### config.mk
export PLATFORM = sky130hd
export DESIGN_NAME = instr_mem_fetch
export DESIGN_NICKNAME = d
export VERILOG_FILES = /design/src/rtl/instr_mem_pkg.sv /design/src/rtl/instr_mem_array.sv /design/src/rtl/instr_mem_fetch.sv
export SDC_FILE = /design/constraint.sdc
export NUM_CORES = 2
export LEC_CHECK = 0
export ABC_AREA = 1
export CAP_MARGIN = 20
export CORE_AREA = 2 2 350 699
export CTS_BUF_LIST = sky130_fd_sc_hd__clkbuf_8
export CTS_CLUSTER_SIZE = 16
export DETAILED_ROUTE_END_ITERATION = 7
export DIE_AREA = 0 0 352 701
export GPL_TIMING_DRIVEN = 0
export PLACE_DENSITY = 0.56
export SLEW_MARGIN = 20
export SYNTH_ARGS = -nofsm -noshare
export SYNTH_HDL_FRONTEND = slang
export SYNTH_SLANG_ARGS = --single-unit
### constraint.sdc
create_clock -name clk -period 5.8 [get_ports clk]
set_clock_uncertainty 0.05 [all_clocks]
set_input_delay 1.16 -clock clk [delete_from_list [all_inputs] [get_ports clk]]
set_output_delay 1.16 -clock clk [all_outputs]
set_load 0.03 [all_outputs]
### src/rtl/instr_mem_pkg.sv
// Shared constants, instruction type and parity helper for the instruction memory.
// The optional parity protection is enabled with INSTR_MEM_PARITY_EN.
package instr_mem_pkg;

   localparam int          DEF_WIDTH    = 32;
   localparam int          DEF_DEPTH    = 64;
   localparam logic [31:0] DEF_NOP_WORD = 32'h0000_0000;
   localparam int          PARITY_MAX_W = 1024;

   typedef logic [DEF_WIDTH-1:0] instr_t;

   // Callers zero-extend narrower words; padding zeros do not change parity.
   function automatic logic even_parity(input logic [PARITY_MAX_W-1:0] w);
      return ^w;
   endfunction

endpackage

### src/rtl/instr_mem_array.sv
// DEPTH x WIDTH instruction storage with synchronous write and registered read.
// With INSTR_MEM_PARITY_EN each word carries an even-parity bit checked on read.
module instr_mem_array
   import instr_mem_pkg::*;
#(
   parameter int WIDTH = DEF_WIDTH,
   parameter int DEPTH = DEF_DEPTH,
   parameter int AW    = (DEPTH > 1) ? $clog2(DEPTH) : 1
) (
   input  logic             clk,
   input  logic             reset,
   input  logic             wr_en,
   input  logic [AW-1:0]    wr_addr,
   input  logic [WIDTH-1:0] wr_data,
   input  logic             rd_en,
   input  logic [AW-1:0]    rd_addr,
`ifdef INSTR_MEM_PARITY_EN
   output logic             rd_perr,
`endif
   output logic [WIDTH-1:0] rd_data
);

   logic [WIDTH-1:0] mem_q [DEPTH];
   logic [WIDTH-1:0] rd_data_q, rd_data_d;

   // Storage is intentionally not reset; only the read register is.
   always_ff @(posedge clk) begin
      if (wr_en) begin
         mem_q[wr_addr] <= wr_data;
      end
   end

   always_comb begin
      rd_data_d = rd_data_q;
      if (rd_en) begin
         rd_data_d = mem_q[rd_addr];
      end
   end

   always_ff @(posedge clk) begin
      if (reset) begin
         rd_data_q <= '0;
      end else begin
         rd_data_q <= rd_data_d;
      end
   end

   assign rd_data = rd_data_q;

`ifdef INSTR_MEM_PARITY_EN
   logic par_q [DEPTH];
   logic rd_par_q, rd_par_d;
   logic wr_par;

   assign wr_par = even_parity(PARITY_MAX_W'(wr_data));

   always_ff @(posedge clk) begin
      if (wr_en) begin
         par_q[wr_addr] <= wr_par;
      end
   end

   always_comb begin
      rd_par_d = rd_par_q;
      if (rd_en) begin
         rd_par_d = par_q[rd_addr];
      end
   end

   always_ff @(posedge clk) begin
      if (reset) begin
         rd_par_q <= 1'b0;
      end else begin
         rd_par_q <= rd_par_d;
      end
   end

   assign rd_perr = even_parity(PARITY_MAX_W'(rd_data_q)) != rd_par_q;
`endif

endmodule

### src/rtl/instr_mem_fetch.sv
// Writable instruction memory with a one-stage valid/ready fetch pipeline and range check.
// Optional per-word parity (port resp_perr) is enabled with INSTR_MEM_PARITY_EN.
module instr_mem_fetch
   import instr_mem_pkg::*;
#(
   parameter int               WIDTH    = DEF_WIDTH,
   parameter int               DEPTH    = DEF_DEPTH,
   parameter int               AW       = (DEPTH > 1) ? $clog2(DEPTH) : 1,
   parameter logic [WIDTH-1:0] NOP_WORD = WIDTH'(DEF_NOP_WORD)
) (
   input  logic             clk,
   input  logic             reset,
   input  logic             ld_en,
   input  logic [AW-1:0]    ld_addr,
   input  logic [WIDTH-1:0] ld_data,
   input  logic             req_valid,
   input  logic [AW-1:0]    req_addr,
   output logic             req_ready,
   output logic             resp_valid,
   input  logic             resp_ready,
   output logic [WIDTH-1:0] resp_instr,
   output logic [AW-1:0]    resp_addr,
`ifdef INSTR_MEM_PARITY_EN
   output logic             resp_perr,
`endif
   output logic             resp_err
);

   // Handshake: a request transfers on a clock edge where req_valid && req_ready;
   // a response transfers where resp_valid && resp_ready. Valid, once raised,
   // holds with stable data until its transfer; loads always win over fetches.

   localparam logic [AW:0] DEPTH_W = (AW+1)'(DEPTH);

   logic            resp_valid_q, resp_valid_d;
   logic [AW-1:0]   resp_addr_q, resp_addr_d;
   logic            resp_err_q, resp_err_d;
   logic            accept;
   logic            req_in_range;
   logic            ld_in_range;
   logic            wr_en;
   logic            rd_en;
   logic [WIDTH-1:0] rd_data;

   always_comb begin
      req_ready    = !reset && !ld_en && (!resp_valid_q || resp_ready);
      accept       = req_valid && req_ready;
      req_in_range = {1'b0, req_addr} < DEPTH_W;
      ld_in_range  = {1'b0, ld_addr} < DEPTH_W;
      wr_en        = ld_en && !reset && ld_in_range;
      rd_en        = accept && req_in_range;

      resp_valid_d = resp_valid_q;
      resp_addr_d  = resp_addr_q;
      resp_err_d   = resp_err_q;
      if (accept) begin
         resp_valid_d = 1'b1;
         resp_addr_d  = req_addr;
         resp_err_d   = !req_in_range;
      end else if (resp_ready) begin
         resp_valid_d = 1'b0;
      end
   end

   always_ff @(posedge clk) begin
      if (reset) begin
         resp_valid_q <= 1'b0;
         resp_addr_q  <= '0;
         resp_err_q   <= 1'b0;
      end else begin
         resp_valid_q <= resp_valid_d;
         resp_addr_q  <= resp_addr_d;
         resp_err_q   <= resp_err_d;
      end
   end

`ifdef INSTR_MEM_PARITY_EN
   logic rd_perr;
`endif

   instr_mem_array #(
      .WIDTH (WIDTH),
      .DEPTH (DEPTH),
      .AW    (AW)
   ) u_array (
      .clk     (clk),
      .reset   (reset),
      .wr_en   (wr_en),
      .wr_addr (ld_addr),
      .wr_data (ld_data),
      .rd_en   (rd_en),
      .rd_addr (req_addr),
`ifdef INSTR_MEM_PARITY_EN
      .rd_perr (rd_perr),
`endif
      .rd_data (rd_data)
   );

   // Out-of-range fetches leave the array read register untouched; substitute here.
   assign resp_valid = resp_valid_q;
   assign resp_addr  = resp_addr_q;
   assign resp_err   = resp_err_q;
   assign resp_instr = resp_err_q ? NOP_WORD : rd_data;

`ifdef INSTR_MEM_PARITY_EN
   assign resp_perr = !resp_err_q && rd_perr;
`endif

endmodule

==> run summary <==
status: finished, final reports clean
Buf+Inv Stages, Crit Path: 3
grt peak-use layer: met2
Tcrit/Tclk final: 0.7823
drt via density: 5.595
Via Count: 61.99k
I/O pin cnt: 90
reg2reg setup slack: 3.38 ns
I/O Buffers: 84
Worst EP required: 6.39 ns
Peak VDD IR: 0.1453 mV
Final setup viols: 0
DRC: 0
GRT met3 Usage: 0.05710
max-slew violation count: 0
vias in the first global route: 59.92k
worst setup path class: in2reg
placed insts: 10.55k
CTS Buffer Depth: 4
Syn Nets: 7,122
Detail Route Antenna Nets: 0
Setup Fix Bufs, Post-CTS: 0
endpoint class of the critical path: flop
crit-path cells: clkdlybuf4s50_1 -> nor2_2 -> nand4_1 -> nor2_4 -> buf_16 -> buf_12
most common cell in the netlist: nand2_1
antenna violations before repair: 24
crit-path max FO: 12
H-tree levels: 5
Chip Height: 701 um
Final Hold Viols: 0
HP Class: in2reg
Critical Path Source Type: primary input
Clock Latency Late Sink: 1.04 ns
max incr delay on CP: 1.07 ns
Num Clock Sinks: 2,087
Pwr Density: 309.1 nW/um^2
core region area: 240,900 um^2
Fillers: 22.51k
final net count: 7,685
fmax: 220.4 MHz
GR Util met1: 0.2984
Mapped Cells: 7,073
DR pass1 iterations: 8
Ys Warns: 0
Final WS setup: 1.263 ns
Slowest cell on crit path: nand4_1
minimum clock period: 4.537 ns
WHS: 0.4090 ns
largest net degree at the start of global routing: 61
library cells used by synthesis: 22
Initial Util: 0.3497
post-synth top area cell: edfxtp_1
ys flop type: edfxtp_1
Syn Area/Cell: 11.91 um^2
CP top delay family: simple AND/OR/NAND/NOR gates
Async S/R FF share, synth: 0
RePlAce Congestion: 1.008
non-filler instance count after layout: 11.08k
Leakage: 35.88 nW
row cnt: 255
Post-Syn Area: 84,240 um^2
TritonCTS Buffers: 295
Post-CTS Resized: 0
Total Routing Usage GR: 0.3120
CTS clk-pin slew, worst paths: 0.06 ns
Slew @ Worst Pin: 1.209 ns
number of flops mapped to enable cells by yosys: 2,048
max_cap viols: 0
gr ovfl total: 0
CTS tree: built
Area contributors post-synth: edfxtp_1 (73%), nand2_1 (12%), nand3_1 (10%)
die area: 246,800 um^2
Post-Route Utilization: 0.4122
hpwl dp: 288.7 mm
Synth top area share: 0.7300
Initial DRC Count: 7,599
DIE WIDTH: 352 um
RSZ-0062 raised after global routing: false
DR WL/cell: 35.45 um
WP data arrival: 5.12 ns
leading cell types by count after synthesis: nand2_1 (2,667), edfxtp_1 (2,048), nand3_1 (1,705)
Area Overhead vs Synth: 17.85%
Max transition margin: 0.1938
layout cells sized above 1: 0.1293
total routed wirelength: 392.8 mm
Placement Setup Slack: 0.5462 ns
grt met2 use: 0.5468
Seq/Total Area, Yosys: 0.7393
Synth Register Bits: 2,087
Hold-fix buffers, CTS: 0
global-route wire length before repair: 516.8 mm
TNS Setup: 0 ns
clock tree root driver cell: clkbuf_8
## metal layers
layer / vias up / wire length, um
met4: 6 / 49300
li1: 26067 / -
met2: 3999 / 196400
met1: 30561 / 117500
met3: 1360 / 29580
met5: - / 30
## cell type report
cell class | instances | area (um^2) | area share
diodes | 19 | 47.55 | 0.0004789
well taps | 3212 | 4019 | 0.04048
multi-input cells | 4505 | 19670 | 0.1981
flip-flops and latches | 2087 | 62280 | 0.6273
inverters | 23 | 86.33 | 0.0008696
clock buffers | 306 | 4212 | 0.04242
repair buffers | 266 | 5087 | 0.05124
clock inverters | 204 | 1181 | 0.01190
plain buffers | 458 | 2706 | 0.02726
## path summary, 6_finish.rpt
kind,startpoint,end,cells past startpoint
worst max-delay path,reset,u_array.mem_q[50][15]$_DFFE_PP_,6
worst min-delay path,ld_data[16],u_array.mem_q[56][16]$_DFFE_PP_,1
worst max register to register,u_array.mem_q[59][31]$_DFFE_PP_,u_array.rd_data[31]$_SDFFE_PP0P_,10
worst min register to register,u_array.rd_data[31]$_SDFFE_PP0P_,u_array.rd_data[31]$_SDFFE_PP0P_,2
## power breakdown
| group | total [mW] | leakage, nW | switching (mW) | internal (mW) |
|---|---|---|---|---|
| clock network | 11.3 | 3.02 | 5.95 | 5.33 |
| registers | 16.6 | 18.7 | 0.0294 | 16.6 |
| logic | 2.76 | 14.1 | 2.15 | 0.603 |
## cells by family (layout without fill, tap and decap cells)
| logic type | after synthesis | count (layout) | synth area share |
|---|---|---|---|
| simple gates | 4449 | 4449 | 0.2238 |
| flops | 2087 | 2087 | 0.7393 |
| buf+inv | 481 | 1257 | 0.03302 |
| compound gates | 55 | 55 | 0.003847 |
| other cells | 1 | 20 | 0.00004451 |
## flip-flops by register name, summed over array words and instances, names as in the netlist
name	cells
resp_addr	6
resp_valid	1
u_array.mem_q	2048
u_array.rd_data	32
## stage by stage
| stage | cell area, um^2 | total power, mW |
|---|---|---|
| after CTS | 99240 | 30.60 |
| after floorplan | 84240 | 18.08 |
| after global routing | 99240 | 31.31 |
| after global placement | 89100 | 19.57 |
| after detailed placement | 93840 | 19.63 |
| final | 99280 | 30.68 |
## cells in the final DEF, fill, tap and decap left out, types with 25 or more instances in the layout
cell type,Yosys,layout
buf_2,245,248
nand3_1,1705,1705
buf_6,63,63
edfxtp_1,2048,2048
clkinv_2,0,34
buf_12,1,92
clkbuf_8,0,306
buf_4,39,71
clkbuf_1,73,67
a21oi_1,25,25
inv_1,19,95
buf_1,34,31
clkdlybuf4s50_1,0,52
nor2_4,0,64
nand2_1,2667,2667
buf_16,0,91
dfxtp_1,39,39
clkinv_1,1,63
No activity file was read; power rests on OpenSTA's default activity.
